### src/rtl/pipe_collision_scorer.sv
// Collision detector and score keeper for one pipe against the bird.
// Geometry is evaluated in 12-bit signed arithmetic so edge offsets never wrap.
//
// state | meaning
// IDLE  | waiting for Start; inputs ignored, Score/HighScore held
// PLAY  | collision and pass checks active every cycle
// LOST  | Lost asserted, Score frozen; Start returns to IDLE
module pipe_collision_scorer #(
  parameter int BIRD_X     = 200,
  parameter int BIRD_R     = 10,
  parameter int PIPE_W     = 60,
  parameter int GAP_H      = 60,
  parameter int FLOOR_Y    = 515,
  parameter int HIT_CYCLES = 2,
  parameter int SCORE_MAX  = 999
) (
  input  logic       Clk,
  input  logic       Reset,
  input  logic       Start,
  input  logic [9:0] PipePosX,
  input  logic [9:0] PipePosY,
  input  logic [9:0] BirdPosY,
  output logic       Lost,
  output logic [9:0] Score,
  output logic [9:0] HighScore,
  output logic       ScoreTick
);

  typedef enum logic [1:0] {
    S_IDLE = 2'd0,
    S_PLAY = 2'd1,
    S_LOST = 2'd2
  } state_t;

  localparam logic signed [11:0] BIRD_RIGHT = 12'(BIRD_X + BIRD_R);
  localparam logic signed [11:0] BIRD_LEFT  = 12'(BIRD_X - BIRD_R);
  localparam logic signed [11:0] PIPE_SPAN  = 12'(PIPE_W - 1);
  localparam logic signed [11:0] GAP_HALF   = 12'(GAP_H);
  localparam logic signed [11:0] RADIUS     = 12'(BIRD_R);
  localparam logic signed [11:0] FLOOR_ROW  = 12'(FLOOR_Y);
  localparam logic [3:0]         HIT_LIMIT  = 4'(HIT_CYCLES);
  localparam logic [9:0]         SCORE_TOP  = 10'(SCORE_MAX);

  state_t     state, state_nxt;
  logic [3:0] hit_cnt, hit_nxt;
  logic       passed_q, passed_nxt;
  logic [9:0] score_nxt, high_nxt;
  logic       tick_nxt;

  logic signed [11:0] px, py, by;
  logic signed [11:0] pipe_right, gap_top, gap_bot, bird_top, bird_bot;
  logic               xov, yhit, bound, hit, passed_now, pass_evt;

  assign px = signed'({2'b00, PipePosX});
  assign py = signed'({2'b00, PipePosY});
  assign by = signed'({2'b00, BirdPosY});

  assign pipe_right = px + PIPE_SPAN;
  assign gap_top    = py - GAP_HALF;
  assign gap_bot    = py + GAP_HALF;
  assign bird_top   = by - RADIUS;
  assign bird_bot   = by + RADIUS;

  assign xov        = (px <= BIRD_RIGHT) && (pipe_right >= BIRD_LEFT);
  // Touching a gap edge exactly is still inside the gap.
  assign yhit       = (bird_top < gap_top) || (bird_bot > gap_bot);
  assign bound      = (bird_bot >= FLOOR_ROW) || (by < RADIUS);
  assign hit        = (xov && yhit) || bound;
  assign passed_now = (pipe_right < BIRD_LEFT);
  assign pass_evt   = passed_now && !passed_q;

  always_comb begin
    state_nxt  = state;
    hit_nxt    = hit_cnt;
    passed_nxt = passed_q;
    score_nxt  = Score;
    high_nxt   = HighScore;
    tick_nxt   = 1'b0;
    case (state)
      S_IDLE: begin
        if (Start) begin
          state_nxt  = S_PLAY;
          score_nxt  = '0;
          hit_nxt    = '0;
          // Pretend the pipe was already passed so a pipe left of the bird
          // at game start does not score.
          passed_nxt = 1'b1;
        end
      end
      S_PLAY: begin
        passed_nxt = passed_now;
        if (pass_evt && (Score != SCORE_TOP)) begin
          score_nxt = Score + 10'd1;
          tick_nxt  = 1'b1;
        end
        if (hit) begin
          hit_nxt = (hit_cnt >= HIT_LIMIT) ? HIT_LIMIT : hit_cnt + 4'd1;
        end else begin
          hit_nxt = '0;
        end
        // A pass landing on the losing cycle still counts toward HighScore.
        if (hit && (hit_nxt == HIT_LIMIT)) begin
          state_nxt = S_LOST;
          if (score_nxt > HighScore) begin
            high_nxt = score_nxt;
          end
        end
      end
      S_LOST: begin
        if (Start) begin
          state_nxt = S_IDLE;
        end
      end
      default: begin
        state_nxt = S_IDLE;
      end
    endcase
  end

  always_ff @(posedge Clk or negedge Reset) begin
    if (!Reset) begin
      state     <= S_IDLE;
      hit_cnt   <= '0;
      passed_q  <= 1'b0;
      Lost      <= 1'b0;
      Score     <= '0;
      HighScore <= '0;
      ScoreTick <= 1'b0;
    end else begin
      state     <= state_nxt;
      hit_cnt   <= hit_nxt;
      passed_q  <= passed_nxt;
      Lost      <= (state_nxt == S_LOST);
      Score     <= score_nxt;
      HighScore <= high_nxt;
      ScoreTick <= tick_nxt;
    end
  end

endmodule
### config.mk
export PLATFORM = sky130hd
export DESIGN_NAME = pipe_collision_scorer
export DESIGN_NICKNAME = d
export VERILOG_FILES = /design/src/rtl/pipe_collision_scorer.sv
export SDC_FILE = /design/constraint.sdc
export NUM_CORES = 1
export LEC_CHECK = 0
export CELL_PAD_IN_SITES_DETAIL_PLACEMENT = 1
export CELL_PAD_IN_SITES_GLOBAL_PLACEMENT = 1
export CORE_MARGIN = 10
export CORE_UTILIZATION = 52
export DETAILED_ROUTE_END_ITERATION = 8
export DONT_BUFFER_PORTS = 1
export PLACE_DENSITY_LB_ADDON = 0.12
export SLEW_MARGIN = 15
export SYNTH_ARGS = -nofsm -noshare
export SYNTH_HDL_FRONTEND = slang
export SYNTH_SLANG_ARGS = --single-unit
### constraint.sdc
create_clock -name Clk -period 6.49 [get_ports Clk]
set_clock_uncertainty 0.15 [all_clocks]
set_input_delay 0.649 -clock Clk [delete_from_list [all_inputs] [get_ports Clk]]
set_output_delay 0.649 -clock Clk [all_outputs]
set_load 0.02 [all_outputs]
==> results of run 1 <==
critical path, stage by stage, from the launching register on:
cell and delay [ps]:
dfrtp_1 530, ha_1 310, and2_1 220, and3_1 230
a31oi_1 860, nand4_1 290, xnor2_1 280, ha_1 290
and4_1 220, nor2b_1 140, a311oi_1 270, o21a_1 200
nand3_4 170, mux2_2 340
final cells by class:
cell class	count	area, um^2	area share
sequential	29	726	0.227
inverter	31	116	0.0364
tap	72	90.1	0.0282
multi-input combinational	278	2150	0.675
clock buffer	7	86.3	0.0270
timing repair buffer	1	20.0	0.00627
path summary, 6_finish.rpt:
kind | start | to | slack, ps | cells past startpoint
max | Score[0] | HighScore[7] | 1870 | 13
min | Reset | HighScore[3] | 40 | 1
max reg2reg | Score[0] | HighScore[7] | 1870 | 13
min reg2reg | hit_cnt[2] | hit_cnt[2] | 370 | 2
max in group asynchronous | Reset | passed_q | 5980 | 1
min in group Clk | hit_cnt[2] | hit_cnt[2] | 370 | 2
stage by stage:
stage | std cells | hold slack [ps] | utilization
after floorplan | 348 | 203 | -
after global placement | 410 | 204 | 0.550
after detailed placement | 410 | 204 | 0.550
after CTS | 418 | 41.4 | 0.569
after global routing | 418 | 38.5 | 0.569
final | 418 | 40.3 | 0.569
power by group through the flow:
stage                     combinational (mW)  clock, mW  sequential (mW)
after floorplan                        0.247          0            0.251
after global placement                 0.292          0            0.263
after detailed placement               0.307          0            0.265
after CTS                              0.314      0.153            0.262
after global routing                   0.350      0.162            0.267
final                                  0.312      0.149            0.261
repair_timing:
item,CTS,global route
hold buffers,1,0
hold endpoints to repair,29,0
gates resized for setup,0,0
state kept, by name, indices dropped and copies added (netlist names):
| signal | count |
|---|---|
| Lost | 1 |
| state | 2 |
| HighScore | 10 |
| ScoreTick | 1 |
| Score | 10 |
| hit_cnt | 4 |
| passed_q | 1 |
cell usage in the layout, fill, tap and decap left out, drive strengths merged, types with 2 or more instances in the layout:
cell     netlist  routed
nand2b         6       6
nand3         16      16
o211ai         3       3
nand2         22      22
a2111oi        3       3
o221ai         2       2
and4           3       3
a41o           2       2
o21a           4       4
or2            2       2
mux2          11      11
a311oi         3       3
clkbuf         5       7
xnor2         23      23
o2111ai        2       2
a31oi          7       7
a22o           3       3
inv           31      31
ha            39      39
or3            2       2
xor2          11      11
o21ai         21      21
nor2          14      14
nor2b         10      10
o41ai          3       3
and3           6       6
o31ai          7       7
a21o           3       3
or4            3       3
mux2i          2       2
nor4           2       2
nor3           9       9
nand4          6       6
a21oi         13      13
and2           3       3
dfrtp         29      29
cells by family after synthesis:
kind of cell	Yosys count
AOI/OAI and AO/OA	86
xor gates and xnor gates	34
DFF	29
adders and majority gates	39
and+or+nand+nor	106
buffers and inverters	41
muxes	13
synthesized netlist by cell type, types with 4 or more instances:
library cell / instances / area share
xnor2_1: 22 / 0.063
o21a_1: 4 / 0.0098
nor3_1: 9 / 0.015
ha_1: 39 / 0.16
a31oi_1: 7 / 0.014
dfrtp_1: 29 / 0.24
nor2_1: 14 / 0.017
nand4_1: 6 / 0.012
nand3_1: 15 / 0.025
o21ai_0: 20 / 0.033
nand2_1: 21 / 0.026
o31ai_1: 7 / 0.017
clkbuf_1: 5 / 0.0062
a21oi_1: 13 / 0.021
mux2_2: 11 / 0.041
inv_1: 31 / 0.038
xor2_1: 11 / 0.032
and3_1: 6 / 0.012
nor2b_1: 10 / 0.021
nand2b_1: 6 / 0.012
metal layers:
layer,up-vias,share of wire,GRT usage
li1,1274,-,-
met4,0,0.013,0.0462
met3,8,0.068,0.0461
met1,1295,0.41,0.194
met2,67,0.51,0.292
met5,-,0,0
==> summary.md, run 1 <==
| Metric | Value |
|---|---|
| Outcome | `finished clean` |
| Gpl congestion | `0.864` |
| Clock transition at path regs | `60 ps` |
| Power per cell area | `226 mW/mm^2` |
| Avg WL per Cell | `19.5 um` |
| Sequential fraction of the synthesis area | `0.238` |
| Layout cells sized above 1 | `0.0925` |
| Filler cell count | `699` |
| Worst ir drop on vdd | `139 uV` |
| CTS sink cnt | `29` |
| Lkg Pwr | `1.41 nW` |
| DP Area | `0.00309 mm^2` |
| Sequential group share of total power | `0.362` |
| CTS buffer count | `5` |
| Syn avg cell area | `8.77 um^2` |
| Post-layout nets | `418` |
| HPWL after DPL | `roughly 6.7 mm` |
| FP Rows | `27` |
| Largest net degree at the start of global routing | `30` |
| Net Sw Frac | `0.424` |
| DRC violations left | `0` |
| Tcrit/Tclk final | `0.713` |
| Syn Std Cell Area | `0.00305 mm^2` |
| Hold Crit Class | `in -> async` |
| Rel. slew slack | `0.278` |
| CTS Buffer Depth | `2` |
| Die area | `a little over 0.009 mm^2` |
| Post-synthesis instance total | `348` |
| Mux cell area share after synthesis | `0.0472` |
| DR vias | `2644` |
| Seq cells post-synth | `29` |
| Post-synth EDFFs | `0` |
| Endpoint type of the worst setup path | `flop` |
| Synth Area in XOR/XNOR | `0.100` |
| Fin crit period | `between 4000 and 5000 ps` |
| Clock power share | `0.206` |
| Clk root buf | `clkbuf_8` |
| Int Power | `just over 0.4 mW` |
| Dpl ws | `~1800 ps` |
| Initial antenna violation count | `0` |
| Vias per cell | `around 6.3` |
| Vias in the first global route | `~2700` |
| Fin area | `0.00319 mm^2` |
| Largest family of logic cells by synthesized area | `compound AO/OA/AOI/OAI gates` |
| CTS tree | `yes` |
| Overall Power | `between 0.7 and 0.8 mW` |
| IO Port Bufs | `0` |
| Total grt overflow | `0` |
| Sw power | `between 0.3 and 0.4 mW` |
| Die span in y | `96.6 um` |
| Core box area | `0.00561 mm^2` |
| Max-cap viol count | `0` |
| Slew @ Worst Pin | `1080 ps` |
| Synth cell types | `58` |
| Fmax | `216 MHz` |
| Global-route wire length before repair | `approximately 14 mm` |
| Data arrival time of the critical path | `4630 ps` |
| Data required, critical path | `6500 ps` |
| Post-synth ARST share | `1.00` |
| Max FO, Critical Path | `10` |
| Syn nets | `420` |
| Area delta synth->final | `4.63%` |
| Post-Synth Adder-Cell Area | `0.160` |
| Ys flop type | `dfrtp_1` |
| Drt first-iter violations | `between 80 and 90` |
| RSZ-0062 raised after global routing | `false` |
| DRT Pass-1 Iters | `4` |
| I/O pins | `55` |
| Initial core utilization | `0.544` |
| Max-slew violation count | `0` |
| Antenna Nets Post-Route | `0` |
| Final hold vios | `0` |
| Synth Area in Compound Gates | `0.208` |
| Diode count | `0` |
| Logic pwr share | `0.432` |
| H-Tree Depth | `2` |
| Skew-Pair Late Insertion Delay | `around 280 ps` |
| Setup CP Type | `reg -> reg` |
| Post-synthesis simple-gate area fraction | `0.191` |
| Post-Route WL | `8.14 mm` |
| Setup slack after layout | `~1900 ps` |
| Die W | `a little under 100 um` |
| Worst setup SP type | `flop` |
| Final setup fails | `0` |
| Setup bufs post-CTS | `0` |
| GRT Resource Usage Total | `0.167` |
| Yosys warnings | `0` |
| Total negative setup slack | `0 ps` |
No activity file was read; power rests on OpenSTA's default activity.
==> run 2: changes to the inputs <==
--- a/config.mk
+++ b/config.mk
@@ -8,7 +8,7 @@
 export CELL_PAD_IN_SITES_DETAIL_PLACEMENT = 1
 export CELL_PAD_IN_SITES_GLOBAL_PLACEMENT = 1
 export CORE_MARGIN = 10
-export CORE_UTILIZATION = 52
+export CORE_UTILIZATION = 49
 export DETAILED_ROUTE_END_ITERATION = 8
 export DONT_BUFFER_PORTS = 1
 export PLACE_DENSITY_LB_ADDON = 0.12
==> constraint.sdc (replaced) <==
create_clock -name Clk -period 4.65 [get_ports Clk]
set_clock_uncertainty 0.15 [all_clocks]
set_input_delay 0.465 -clock Clk [delete_from_list [all_inputs] [get_ports Clk]]
set_output_delay 0.465 -clock Clk [all_outputs]
set_load 0.02 [all_outputs]
==> summary.md, run 2 (synthesis gave the netlist of run 1 again) <==
| Metric | Value |
|---|---|
| Area delta synth->final | `6.31%` |
| Max FO, Critical Path | `10 (unchanged)` |
| I/O pins | `55 (unchanged)` |
| Clock power share | `0.203 (-0.003)` |
| RSZ-0062 raised after global routing | `false` |
| Biggest regs | `HighScore x10, Score x10, hit_cnt x4` |
| Fin crit period | `4150 ps` |
| Logic pwr share | `0.446 (+0.014)` |
| Hold Crit Class | `in -> reg` |
| FP Rows | `28 (+3.7%)` |
| Worst ir drop on vdd | `231 uV (+66%)` |
| DRC violations left | `0 (unchanged)` |
| Final setup fails | `0 (unchanged)` |
| Endpoint type of the worst setup path | `flop` |
| Lkg Pwr | `1.44 nW (+2.1%)` |
| Avg WL per Cell | `20.8 um (+6.7%)` |
| Power per cell area | `319 mW/mm^2 (+41%)` |
| Gpl congestion | `0.846 (-2.1%)` |
| Slew @ Worst Pin | `697 ps (-380 ps)` |
| Tcrit/Tclk final | `0.892` |
| Outcome | `finished clean` |
| Largest net degree at the start of global routing | `30 (unchanged)` |
| Sequential group share of total power | `0.351 (-0.011)` |
| Rel. slew slack | `0.535 (+0.257)` |
| Antenna Nets Post-Route | `0 (unchanged)` |
| Core box area | `0.00599 mm^2 (+6.8%)` |
| Filler cell count | `709 (+1.4%)` |
| Commonest cells after routing, fill and taps aside | `39 x ha_1, 31 x inv_1, 29 x dfrtp_1, 22 x xnor2_1, 21 x nand2_1` |
| DR vias | `2668 (+0.91%)` |
| Final hold slack | `268 ps (+227 ps)` |
| IO Port Bufs | `0 (unchanged)` |
| Worst Hold Path Cells | `3` |
| Most common cell after layout, fill and taps aside | `ha_1` |
| Int Power | `0.593 mW (+43%)` |
| Die W | `98.9 um (+2.4%)` |
| Clk root buf | `clkbuf_8` |
| Post-Route WL | `8.87 mm (+9.0%)` |
| CTS buffer count | `5 (unchanged)` |
| Data required, critical path | `4660 ps (-1840 ps)` |
| HPWL after DPL | `7.02 mm (+4.6%)` |
| Vias in the first global route | `2883 (+8.2%)` |
| Drt first-iter violations | `83 (-5.7%)` |
| Initial antenna violation count | `0 (unchanged)` |
| Clock transition at path regs | `60 ps (about the same)` |
| Worst R2R Path Depth | `14 (+1)` |
| DRT Pass-1 Iters | `4 (unchanged)` |
| Data arrival time of the critical path | `4150 ps (-480 ps)` |
| Total grt overflow | `0 (unchanged)` |
| CTS tree | `yes` |
| Sum of routed wire segments on met1 | `3.63 mm (+7.8%)` |
| Total negative setup slack | `0 ps (unchanged)` |
| Post-layout nets | `424 (+1.4%)` |
| Max-slew violation count | `0 (unchanged)` |
| Net Sw Frac | `0.427 (+0.00294)` |
| Setup CP Type | `in -> reg` |
| Layout cells sized above 1 | `0.105 (+0.0126)` |
| Diode count | `0 (unchanged)` |
| CTS Buffer Depth | `2 (unchanged)` |
| Final hold vios | `0 (unchanged)` |
| GRT Resource Usage Total | `0.175 (+0.00832)` |
| DR top layer | `met4` |
| Routed wl met3 | `529 um (-3.8%)` |
| Fmax | `241 MHz` |
| Routed met2 length | `4.59 mm (+11%)` |
| CTS sink cnt | `29 (unchanged)` |
| Die area | `0.00978 mm^2 (+4.8%)` |
| Sw power | `0.441 mW (+44%)` |
| Initial core utilization | `0.509 (-0.0348)` |
| Worst setup SP type | `primary input` |
| Global-route wire length before repair | `14.6 mm (+7.5%)` |
| Die span in y | `98.9 um (+2.4%)` |
| Max-cap viol count | `0 (unchanged)` |
| Skew-Pair Late Insertion Delay | `280 ps (about the same)` |
| H-Tree Depth | `2 (unchanged)` |
| Vias per cell | `6.25 (-1.2%)` |
## run 2: cell count changes in the layout (fill, tap and decap cells not counted), sizes merged
| cell | delta |
|---|---|
| dlygate4sd3 | +1 |
| buf | +5 |
## run 2: layout make-up
| cell class | instances | area, um^2 | area share |
|---|---|---|---|
| sequential | 29 | 726 | 0.224 |
| multi-input combinational | 278 | 2150 | 0.664 |
| clock buffer | 7 | 86.3 | 0.0266 |
| tap | 75 | 93.8 | 0.0289 |
| timing repair buffer | 7 | 67.6 | 0.0208 |
| inverter | 31 | 116 | 0.0359 |
## run 2: critical path, stage by stage
cell and delay [ps]:
inv_1 30, ha_1 240, nand2b_1 190, nor4_1 340, a211oi_2 110, a311oi_4 490
buf_4 270, nand4_1 110, xnor2_1 350, ha_1 330, nand4_1 140, nor2b_1 70
a311oi_1 260, o21a_1 210, nand3_4 180, mux2_2 340
## run 2: what timing repair did
action / 4_1_cts / 5_1_grt
buffers inserted: 0 / 0
hold buffers: 2 / 0
hold endpoints to repair: 29 / 0
gates resized for setup: 0 / 0
## run 2: final timing paths
check                             from            to  slack, ps
max                        PipePosX[0]  HighScore[1]        500
min in group asynchronous        Reset      Score[5]        490
min reg2reg                 hit_cnt[2]    hit_cnt[2]        360
min                              Start          Lost        270
max in group asynchronous        Reset      Score[1]       3700
max reg2reg                   Score[0]  HighScore[1]        580
## run 2: routing by layer
layer  track usage  vias up
li1              -     1282
met1         0.197     1296
met2         0.322       80
met3        0.0342       10
met4        0.0551        0
met5             0        -
## run 2: stage by stage
stage          utilization  setup WS (ps)  std cells  total power [mW]  area (um^2)
2_1_floorplan            -            772        348             0.695         3050
3_3_place_gp         0.522            439        418             0.799         3130
3_5_place_dp         0.522            239        418             0.815         3130
4_1_cts              0.542            538        427              1.04         3240
5_1_grt              0.542            207        427              1.11         3240
6_report             0.542            504        427              1.03         3240
## run 2: power groups by stage
stage / Clock [mW] / Sequential (mW) / Combinational (mW)
finish: 0.210 / 0.363 / 0.462
global route: 0.222 / 0.370 / 0.513
CTS: 0.214 / 0.365 / 0.459
detailed placement: 0 / 0.369 / 0.446
global placement: 0 / 0.369 / 0.431
floorplan: 0 / 0.351 / 0.344
